## src/rtl/mmm_rreg_shift.sv

```systemverilog
// mmm_rreg_shift: Montgomery R_i holding register with load, LSB-first shift-out, busy/done handshake.
// Optional feature: define MMM_RREG_CONDSUB_EN to reduce unlocked loads by mod_m (A >= mod_m -> A - mod_m).
module mmm_rreg_shift #(
  parameter int WIDTH = 10,
  localparam int CNT_W = $clog2(WIDTH + 1)
) (
  input  logic             clk,
  input  logic             rstb,
  input  logic             rst_mmm_i,
  input  logic             en,
  input  logic             lock,
  input  logic             ld_r,
  input  logic [WIDTH-1:0] reg_rji,
  input  logic [WIDTH-1:0] A,
  input  logic [WIDTH-1:0] mod_m,
  input  logic             shift_start,
  input  logic             ser_i,
  output logic [WIDTH-1:0] R_i,
  output logic             ser_o,
  output logic             busy,
  output logic             done
);
  typedef enum logic [1:0] {IDLE, SHIFT, DONE} state_t;
  state_t           state, state_n;
  logic [CNT_W-1:0] cnt, cnt_n;
  logic [WIDTH-1:0] r_n, a_ld;
  logic             arst_n;
  // Both clears are active-low; either one wipes the register asynchronously.
  assign arst_n = rstb & rst_mmm_i;
  assign ser_o  = R_i[0];
`ifdef MMM_RREG_CONDSUB_EN
  // Single conditional subtraction keeps an unlocked load inside [0, mod_m) for inputs below 2*mod_m.
  assign a_ld = (A >= mod_m) ? A - mod_m : A;
`else
  logic unused_mod;
  assign unused_mod = ^mod_m;
  assign a_ld = A;
`endif
  // Next-state logic: a load beats everything and aborts any shift in progress.
  always_comb begin
    state_n = state;
    cnt_n   = cnt;
    r_n     = R_i;
    if (ld_r) begin
      r_n     = lock ? reg_rji : a_ld;
      cnt_n   = '0;
      state_n = IDLE;
    end else begin
      case (state)
        IDLE: begin
          cnt_n   = shift_start ? CNT_W'(WIDTH) : cnt;
          state_n = shift_start ? SHIFT : IDLE;
        end
        SHIFT: begin
          r_n     = {ser_i, R_i[WIDTH-1:1]};
          cnt_n   = cnt - CNT_W'(1);
          state_n = (cnt == CNT_W'(1)) ? DONE : SHIFT;
        end
        default: state_n = IDLE;
      endcase
    end
  end
  // State register; busy tracks SHIFT, done is a one-enabled-cycle pulse that clears whenever not regenerated.
  always_ff @(posedge clk or negedge arst_n) begin
    if (!arst_n) begin
      state <= IDLE;
      cnt   <= '0;
      R_i   <= '0;
      busy  <= 1'b0;
      done  <= 1'b0;
    end else if (en) begin
      state <= state_n;
      cnt   <= cnt_n;
      R_i   <= r_n;
      busy  <= state_n == SHIFT;
      done  <= state_n == DONE;
    end else begin
      done  <= 1'b0;
    end
  end
endmodule

```

## config.mk

```make
export PLATFORM = sky130hd
export DESIGN_NAME = mmm_rreg_shift
export DESIGN_NICKNAME = d
export VERILOG_FILES = /design/src/rtl/mmm_rreg_shift.sv
export SDC_FILE = /design/constraint.sdc
export NUM_CORES = 1
export LEC_CHECK = 0
export BUFFER_PORTS_ARGS = -buffer_cell sky130_fd_sc_hd__buf_4
export CAP_MARGIN = 5
export CORE_ASPECT_RATIO = 0.75
export CORE_MARGIN = 5
export CORE_UTILIZATION = 40
export DETAILED_ROUTE_END_ITERATION = 8
export PLACE_DENSITY = 0.84
export SYNTH_ARGS = -nofsm -noshare
export SYNTH_HDL_FRONTEND = slang
export SYNTH_SLANG_ARGS = --single-unit
```

## constraint.sdc

```tcl
create_clock -name clk -period 1.3 [get_ports clk]
set_input_delay 0.26 -clock clk [delete_from_list [all_inputs] [get_ports clk]]
set_output_delay 0.26 -clock clk [all_outputs]
set_load 0.02 [all_outputs]
```

==> After elaboration in Yosys (flattened, before gate mapping) <==
Cells that the tools add are included.
{ "classes": {"eq_ne": 5, "bitwise_logic": 1, "addsub": 1, "reduce_logical": 5, "mux": 11} }
{ "op_table": {"columns": ["cell", "n"], "rows": [
  ["$mux 10", 3],
  ["$mux 4", 2],
  ["$pmux 4 s2", 1],
  ["$eq 2x1->1 const B", 2],
  ["$eq 4x1->1 const B", 1],
  ["$mux 2", 2],
  ["$pmux 2 s2", 1],
  ["$sub 4x1->4 const B", 1],
  ["$ne 3x3->1 const B", 1],
  ["$reduce_and 3->1", 1],
  ["$reduce_bool 3->1", 1],
  ["$eq 2x2->1 const B", 1],
  ["$logic_not 2->1", 1],
  ["$mux 1", 2],
  ["$reduce_and 2->1", 1],
  ["$reduce_bool 2->1", 1],
  ["$and 1x1->1", 1]
]} }
{ "word_totals": {"output_inout_bits": 13, "reg_bits": 18} }

==> Longest topological paths before layout <==
Gate-level depths: netlist (run 1).
{ "depth": {"ltp_word": 6, "depth_mapped": 5, "depth_no_buf": 5} }

==> Worst setup path before layout (run 1) <==
Ideal clock, no wire load.
{ "synth_timing": {"kind": "flip-flop to flip-flop", "start": "register cnt[1]", "end": "register busy", "stages_incl_launch_ff": 6, "period_less_slack_ps": 1341, "t_arrival_ps": 1207, "setup_slack_ps": -41, "path_cell_list": "dfrtp_1 inv_1 ha_1 or3b_4 o2111ai_1 o21ai_0"} }
{ "synth_between": {"elab_chain_cells": 5} }
{ "synth_rtl": {"columns": ["item", "line", "source"], "rows": [
  ["start: declaration", "25", "logic [CNT_W-1:0] cnt, cnt_n;"],
  ["start signal: assignment", "73", "cnt <= cnt_n;"],
  ["$eq 4x1->1", "57", "state_n = (cnt == CNT_W'(1)) ? DONE : SHIFT;"],
  ["$mux 2", "57", null],
  ["$pmux 2 s2", "49", "case (state)"],
  ["$mux 2", "44", "if (ld_r) begin"],
  ["$eq 2x1->1", "75", "busy <= state_n == SHIFT;"],
  ["end signal: assignment", "69", "busy <= 1'b0;"],
  ["end signal: assignment", "75", null],
  ["end: declaration", "20", "output logic busy,"]
]} }
No other way between the ends.
A chain may end at the register's enable or synchronous reset.

==> Worst setup path after layout (run 1) <==
Same ends and word-level chain as after synthesis.

==> results of run 1 <==
state kept, by name (all words and copies together) (netlist names):
register  count
done          1
state         2
busy          1
cnt           4
R_i          10
cell usage after synthesis:
cell type  number
dfrtp_1        18
or3b_4          1
nand3b_1        1
and2b_1         1
nand2_1         1
o22ai_1        20
o211a_1         1
ha_1            2
a21o_1          3
and2_1          1
nor3_2          1
mux2_2         10
nor4b_1         1
clkbuf_1        1
a311o_1         1
nand2b_1        1
o21ai_0         3
o21ba_2         1
buf_2           6
nor2b_1         1
o22a_1          1
o21ai_1         1
nor3_1          2
inv_1           6
a31oi_1         1
o2111ai_1       1
a21oi_1        12
buf_4           1
what timing repair did:
| item | CTS | global route |
|---|---|---|
| endpoints found under the setup margin | 3 | 6 |
| resized for setup | 0 | 22 |
| pin swaps | 0 | 6 |
| gates cloned | 0 | 0 |
| buffers inserted | 0 | 1 |
placed cells by master, fill, tap and decap left out:
master,synthesis,layout
o211a_1,1,1
mux2_2,10,10
o21ai_1,1,3
and2b_1,1,1
clkbuf_8,0,1
buf_4,1,47
ha_4,0,2
buf_6,0,1
clkbuf_4,0,3
o22a_1,1,1
nor2b_1,1,1
o22ai_1,20,10
o21ba_4,0,1
nor3_2,1,3
nand2_1,1,1
o2111ai_4,0,1
dfrtp_1,18,18
nor4b_4,0,1
or3b_4,1,1
o22ai_2,0,10
nand3b_1,1,1
a21o_1,3,3
nand2b_1,1,1
and2_1,1,1
o21ai_0,3,1
inv_1,6,5
inv_2,0,1
a311o_1,1,1
a21oi_1,12,12
a31oi_1,1,1
metal layers:
metal / GRT usage [%] / part of all wire [%] / vias to the layer above
met3: 5.219 / 8.4 / 2
met2: 28.80 / 51 / 38
li1: - / - / 469
met5: 0 / 0 / -
met1: 18.88 / 40 / 493
met4: 1.980 / 0.81 / 0
cell families (layout without fill, tap and decap cells):
kind of cell	count (synthesis)	in the layout	share of synthesized area, %
compound gates	45	45	27.85
flops	18	18	44.55
buf+inv	14	58	6.312
simple gates	11	11	7.675
mux	10	10	11.14
fa+ha+maj	2	2	2.475
worst paths after layout:
| check | endpoint | start | cells past startpoint |
|---|---|---|---|
| max | busy | cnt[1] | 5 |
| min | R_i[8] | rst_mmm_i | 3 |
| max reg2reg | busy | cnt[1] | 5 |
| min reg2reg | busy | busy | 2 |
| max in group asynchronous | cnt[3] | rstb | 3 |
| min in group clk | done | ld_r | 2 |
cell type report:
| type | instances | area [um^2] | area share [%] |
|---|---|---|---|
| clock buffer | 4 | 36.28 | 2.342 |
| inverter | 6 | 22.52 | 1.454 |
| multi-input combinational | 68 | 633.1 | 40.87 |
| sequential | 18 | 450.4 | 29.08 |
| tap | 34 | 42.54 | 2.746 |
| timing repair buffer | 48 | 364.1 | 23.51 |
worst register-to-register path, stage by stage (launching register included):
cell	delay, ns
dfrtp_1	0.40
inv_2	0.08
ha_4	0.12
or3b_4	0.40
o2111ai_4	0.24
o21ai_1	0.09
report_power, final:
part           switching [mW]  leakage, nW  internal, mW
registers               0.111        0.226         0.649
clock network           0.168       0.0210         0.171
logic                   0.336        0.463         0.377
total                   0.615        0.710          1.20
through the flow:
stage	hold slack (ns)	total power [mW]	instance area [um^2]	setup TNS, ns	std cells
finish	0.01006	1.811	1549	-0.3583	178
global route	0.02356	1.922	1549	-0.6821	178
CTS	0.003343	1.716	1415	-0.2884	178
detailed placement	0.3310	1.371	1379	-0.2049	174
global placement	0.3272	1.346	1379	-0.1238	174
floorplan	0.2997	1.100	1017	-0.01280	100
==> qor.csv, run 1 <==
metric,value,unit
status,"finished, violations left",
violations,setup timing,
crit_path_cell_trace,inv_2 > ha_4 > or3b_4 > o2111ai_4 > o21ai_1,
cp.required,1.48,ns
final_nets,185,
relSlewSlack,70.39,%
ys_seq_area_share,44.55,%
grt_first_pass_wirelength,4.367,mm
yosysTopAreaCell,dfrtp_1,
crit_slowest_cell,dfrtp_1,
synth_area,1011,um^2
worst_setup_path_end_kind,flip-flop,
path_max_fanout,2,
place_congestion,0.8980,
fp.dieH,53.54,um
critPathKind,reg2reg,
post_drt_wl_per_cell,15.96,um
pin_count,51,
drc,0,
grt_usage,15.90,%
die_x,68.05,um
avgSynthCellArea,10.11,um^2
setup_viol,3,
grt_pass1_vias,975,
synth_top_cell_area_share,44.55,%
syn_inst,100,
vias_per_cell,5.629,
cts_tree,yes,
syn_nets,140,
fin_crit,1.447,ns
wirelength,2.841,mm
initial_core_util,42.75,%
leakage,0.7096,nW
drt_iter0_markers,67,
vias,1002,
worst_skew_pair.late_latency,0.29,ns
dr.pass1.iters,4,
rsz0062_at_grt,yes,
grt_max_degree,19,
overflow,0,
pre_cts_ws,-0.08463,ns
cts_root_buffer,clkbuf_4,
finClkSkew,0.0007979,ns
area_growth,53.22,%
crit_path_max_incr_delay,0.40,ns
fp-row-count,15,
critPathLaunchType,flip-flop,
synth_seq_cells,18,
worstMarginPinSlew,0.4437,ns
vdd_drop_max,0.0007379,V
grt_antenna_before_repair,0,
fin_crit_sh,111.3,%
path_buf_inv,1,
fp.dieArea,3643,um^2
cts_buffer_depth,2,
synthTopCellsByArea,"dfrtp_1 45%, o22ai_1 12%, mux2_2 11%",
holdCritPathClass,in2async,
r2r_slack,-0.15,ns
ctsHoldBuffers,0,
core-area,2365,um^2
nFillCells,208,
drv_slew,0,
cts.htree.levels,1,
ys_warn_count,0,
drive_gt1_share,56.94,%
hold_violations,0,
cap_violations,0,
diodes,0,
setup_slack,-0.1466,ns
synth_cell_types,28,
power.density,1169,nW/um^2
fin_util,65.50,%
cts_buffers,3,
post-dp-hpwl,2.048,mm
worstPathArrival,1.62,ns
fmax,0.6913,GHz
cts.clk_slew.worst_paths,0.10,ns
numClockSinks,18,
drtAntennaViolNets,0,
port_buffers,40,
path_delay_family,flip-flops,
Note: power is estimated with default switching activity, not from simulation.
==> run 2: changes to the inputs <==
SKIP_CTS_REPAIR_TIMING = 1   (was unset)
==> qor.csv, run 2 (synthesis gave the netlist of run 1 again) <==
metric,value,unit,change
grt_max_degree,19,,unchanged
die_x,68.05,um,unchanged
setup_slack,-0.1476,ns,-0.001018 ns
fin_util,65.50,%,unchanged
worstPathArrival,1.62,ns,about the same
pre_cts_ws,-0.08463,ns,unchanged
multiInputGateArea,633.1,um^2,unchanged
overflow,0,,unchanged
relSlewSlack,70.70,%,+0.31 points
cts_root_buffer,clkbuf_4,,
fp.dieH,53.54,um,unchanged
vias_per_cell,5.573,,-1.0%
hold_violations,0,,unchanged
grt_usage,15.90,%,unchanged
drc,0,,unchanged
worst_skew_pair.late_latency,0.29,ns,about the same
cts_tree,yes,,
status,"finished, violations left",,
critPathLaunchType,flip-flop,,
worstMarginPinSlew,0.4390,ns,-0.004672 ns
pin_count,51,,unchanged
drv_slew,0,,unchanged
power.density,1169,nW/um^2,about the same
mostFrequentLayoutCells,"47 x buf_4, 18 x dfrtp_1, 12 x a21oi_1",,
reg2reg_from,cnt[1],,
vdd_drop_max,0.0007369,V,-0.13%
cts.htree.levels,1,,unchanged
violations,setup timing,,
rsz0062_at_grt,yes,,
finClkSkew,0.0008747,ns,+0.00007683 ns
fin_crit,1.448,ns,+0.001018 ns
critPathKind,reg2reg,,
fp-row-count,15,,unchanged
cap_violations,0,,unchanged
design_area,1549,um^2,unchanged
diodes,0,,unchanged
total_power,1.810,mW,about the same
wirelength,2.832,mm,-0.32%
initial_core_util,42.75,%,unchanged
cp-startpoint,cnt[1],,
core-area,2365,um^2,unchanged
port_buffers,40,,unchanged
post-dp-hpwl,2.048,mm,unchanged
fin_crit_sh,111.4,%,about the same
fmax,0.6908,GHz,about the same
place_congestion,0.8980,,unchanged
grt_pass1_vias,977,,+0.21%
worst_setup_path_end_kind,flip-flop,,
cts_buffers,3,,unchanged
area_growth,53.22,%,unchanged
path_max_fanout,2,,unchanged
cts.clk_slew.worst_paths,0.10,ns,about the same
largest_reg_flops,10,,unchanged
fin_setup_tns,-0.3699,ns,-0.01158 ns
post_drt_wl_per_cell,15.91,um,-0.32%
nFillCells,208,,unchanged
drt_iter0_markers,67,,unchanged
drive_gt1_share,56.94,%,unchanged
holdCritPathClass,in2async,,
vias,992,,-1.0%
leakage,0.7096,nW,about the same
grt_first_pass_wirelength,4.367,mm,unchanged
layout_commonest_cell,buf_4,,
drtAntennaViolNets,0,,unchanged
cp.required,1.48,ns,about the same
cts_buffer_depth,2,,unchanged
fp.dieArea,3643,um^2,unchanged
grt_antenna_before_repair,0,,unchanged
final_nets,185,,unchanged
numClockSinks,18,,unchanged
dr.pass1.iters,4,,unchanged
reg2reg_depth,5,,unchanged
register_area,450.4,um^2,unchanged
largestRegisters,"R_i: 10 flops, cnt: 4 flops, state: 2 flops",,
placed_area,1379,um^2,unchanged
setup_viol,4,,+1
top_register,R_i,,
[run 2: metrics by stage]
step | std cells | hold WS, ns
2_1_floorplan | 100 | 0.2997
3_3_place_gp | 174 | 0.3272
3_5_place_dp | 174 | 0.3310
4_1_cts | 178 | 0.003343
5_1_grt | 178 | 0.02356
6_report | 178 | 0.009646
[run 2: power by group]
part	switching, mW	internal (mW)	total (mW)	leakage (nW)
logic	0.335	0.377	0.712	0.463
clock network	0.168	0.171	0.338	0.0210
registers	0.111	0.649	0.760	0.226
total	0.614	1.20	1.81	0.710
[run 2: worst paths after layout]
kind                       slack [ns]     end
max in group asynchronous        1.09  R_i[1]
hold / removal                   0.01  R_i[8]
hold reg to reg                  0.53    busy
setup reg to reg                -0.15    busy
setup / recovery                -0.15    busy
min in group clk                 0.22    done
[run 2: worst max-delay path, stage by stage (launching register included)]
cell and delay, ns:
dfrtp_1 0.40, inv_2 0.08, ha_4 0.12, or3b_4 0.40, o2111ai_4 0.24, o21ai_1 0.09
[run 2: per-layer routing]
metal  routed length [um]  up-vias  global-route usage, %
met1                 1127      492                  18.88
met2                 1471       30                  28.80
met3                  209        2                  5.219
met5                    0        -                      0
met4                   23        0                  1.980
li1                     -      468                      -
[run 2: cell type report]
| class | count | area share, % |
|---|---|---|
| clock buffer | 4 | 2.342 |
| sequential | 18 | 29.08 |
| tap | 34 | 2.746 |
| multi-input combinational | 68 | 40.87 |
| inverter | 6 | 1.454 |
| timing repair buffer | 48 | 23.51 |
==> run 3: changes to the inputs <==
PLACE_DENSITY = 0.78   (was 0.84)
==> qor.csv, run 3 (synthesis gave the netlist of run 1 again) <==
metric,value,unit,change
worstMarginPinSlew,0.4498,ns,+0.01082 ns
largest_reg_flops,10,,unchanged
cp.required,1.48,ns,about the same
crit_path_max_incr_delay,0.40,ns,about the same
register_area,451.7,um^2,+0.28%
setup_slack,-0.08810,ns,+0.05950 ns
leakage,0.6848,nW,-3.5%
vias_per_cell,5.447,,-2.3%
overflow,0,,unchanged
critPathLaunchType,flip-flop,,
regToRegEndpoint,busy,,
path_delay_family,flip-flops,,
hold_violations,0,,unchanged
top_register,R_i,,
diodes,0,,unchanged
cts.htree.levels,1,,unchanged
crit_slowest_cell,dfrtp_1,,
place_congestion,0.9514,,+5.9%
r2r_slack,-0.09,ns,+0.06 ns
status,"finished, violations left",,
grt_max_degree,19,,unchanged
core-area,2365,um^2,unchanged
grt_antenna_before_repair,0,,unchanged
setup_viol,4,,unchanged
path_buf_inv,1,,unchanged
drc,0,,unchanged
crit_path_end,busy,,
fp.dieArea,3643,um^2,unchanged
numClockSinks,18,,unchanged
largestRegisters,"R_i: 10 flops, cnt: 4 flops, state: 2 flops",,
critPathKind,reg2reg,,
fin_util,61.22,%,-4.3 points
fin_crit,1.388,ns,-0.05950 ns
cts_tree,yes,,
nFillCells,229,,+10%
grt_first_pass_wirelength,4.519,mm,+3.5%
drtAntennaViolNets,0,,unchanged
post-dp-hpwl,2.015,mm,-1.6%
grt_pass1_vias,984,,+0.72%
drv_slew,0,,unchanged
initial_core_util,42.75,%,unchanged
violations,setup timing,,
crit_path_cell_trace,inv_2 > ha_4 > or3b_4 > o2111ai_4 > o21ai_1,,
fp.dieH,53.54,um,unchanged
drt_iter0_markers,35,,-48%
rsz0062_at_grt,yes,,
fin_crit_sh,106.8,%,-4.6 points
finClkSkew,0.003208,ns,+0.002333 ns
area_growth,43.19,%,
port_buffers,40,,unchanged
reg2reg_from,cnt[1],,
grt_usage,16.77,%,+0.87 points
power.density,1153,nW/um^2,-1.4%
fp-row-count,15,,unchanged
layout_commonest_cell,buf_4,,
cts_buffers,3,,unchanged
reg2reg_depth,5,,unchanged
cts.clk_slew.worst_paths,0.10,ns,about the same
cts_root_buffer,clkbuf_4,,
dr.pass1.iters,4,,unchanged
worst_skew_pair.late_latency,0.29,ns,about the same
fmax,0.7204,GHz,+4.3%
die_x,68.05,um,unchanged
path_max_fanout,2,,unchanged
holdCritPathClass,in2async,,
drive_gt1_share,48.28,%,-8.7 points
path_depth,5,,unchanged
hold_slack,0.01083,ns,+0.001188 ns
final_nets,187,,+1.1%
worstPathArrival,1.57,ns,-0.05 ns
total_power,1.669,mW,-7.8%
pin_count,51,,unchanged
vias,975,,-1.7%
multiInputGateArea,533.0,um^2,-16%
mostFrequentLayoutCells,"50 x buf_4, 20 x o22ai_1, 17 x dfrtp_1",,
relSlewSlack,69.98,%,-0.72 points
post_drt_wl_per_cell,15.11,um,-5.1%
cp-startpoint,cnt[1],,
vdd_drop_max,0.0006018,V,-18%
worst_setup_path_end_kind,flip-flop,,
wirelength,2.704,mm,-4.5%
cts_buffer_depth,2,,unchanged
cap_violations,0,,unchanged
fin_setup_tns,-0.2688,ns,+0.1011 ns
-- run 3: tightest hold or removal path: stages --
cell,delay [ns]
buf_4,0.07
and2_1,0.11
buf_4,0.25
-- run 3: cell type report --
class                           instances  area share, %
Inverter                                6          1.556
Timing Repair Buffer                   50          25.93
Sequential cell                        18          31.20
Tap cell                               34          2.939
Multi-Input combinational cell         68          36.82
Clock buffer                            3          1.556
-- run 3: layer usage --
layer / vias to the layer above / track usage [%] / share of wire, %
met5: - / 0 / 0
met4: 0 / 5.941 / 0.89
met3: 2 / 5.010 / 8.9
met2: 32 / 27.68 / 45
met1: 464 / 20.88 / 45
li1: 477 / - / -
-- run 3: metrics by stage --
step / instances / cell area [um^2] / worst slack [ns]
after floorplan: 100 / 1017 / -0.006401
after global placement: 175 / 1386 / -0.05333
after detailed placement: 175 / 1386 / -0.07844
after CTS: 178 / 1409 / -0.09829
after global routing: 179 / 1448 / -0.1562
final: 179 / 1448 / -0.08810
-- run 3: power breakdown --
| part | total (mW) | leakage, nW | internal, mW | switching [mW] |
|---|---|---|---|---|
| Combinational | 0.648 | 0.447 | 0.334 | 0.314 |
| Sequential | 0.742 | 0.225 | 0.650 | 0.0919 |
| Clock | 0.279 | 0.0138 | 0.108 | 0.171 |
-- run 3: worst min-delay path by stage --
stage | start | endpoint | slack, ns | cells past startpoint
floorplan | rst_mmm_i | R_i[0] | 0.30 | 1
global placement | rst_mmm_i | busy | 0.33 | 3
detailed placement | rst_mmm_i | R_i[8] | 0.35 | 3
CTS | rst_mmm_i | R_i[8] | 0.01 | 3
global route | rst_mmm_i | R_i[7] | 0.03 | 3
finish | rst_mmm_i | state[0] | 0.01 | 3
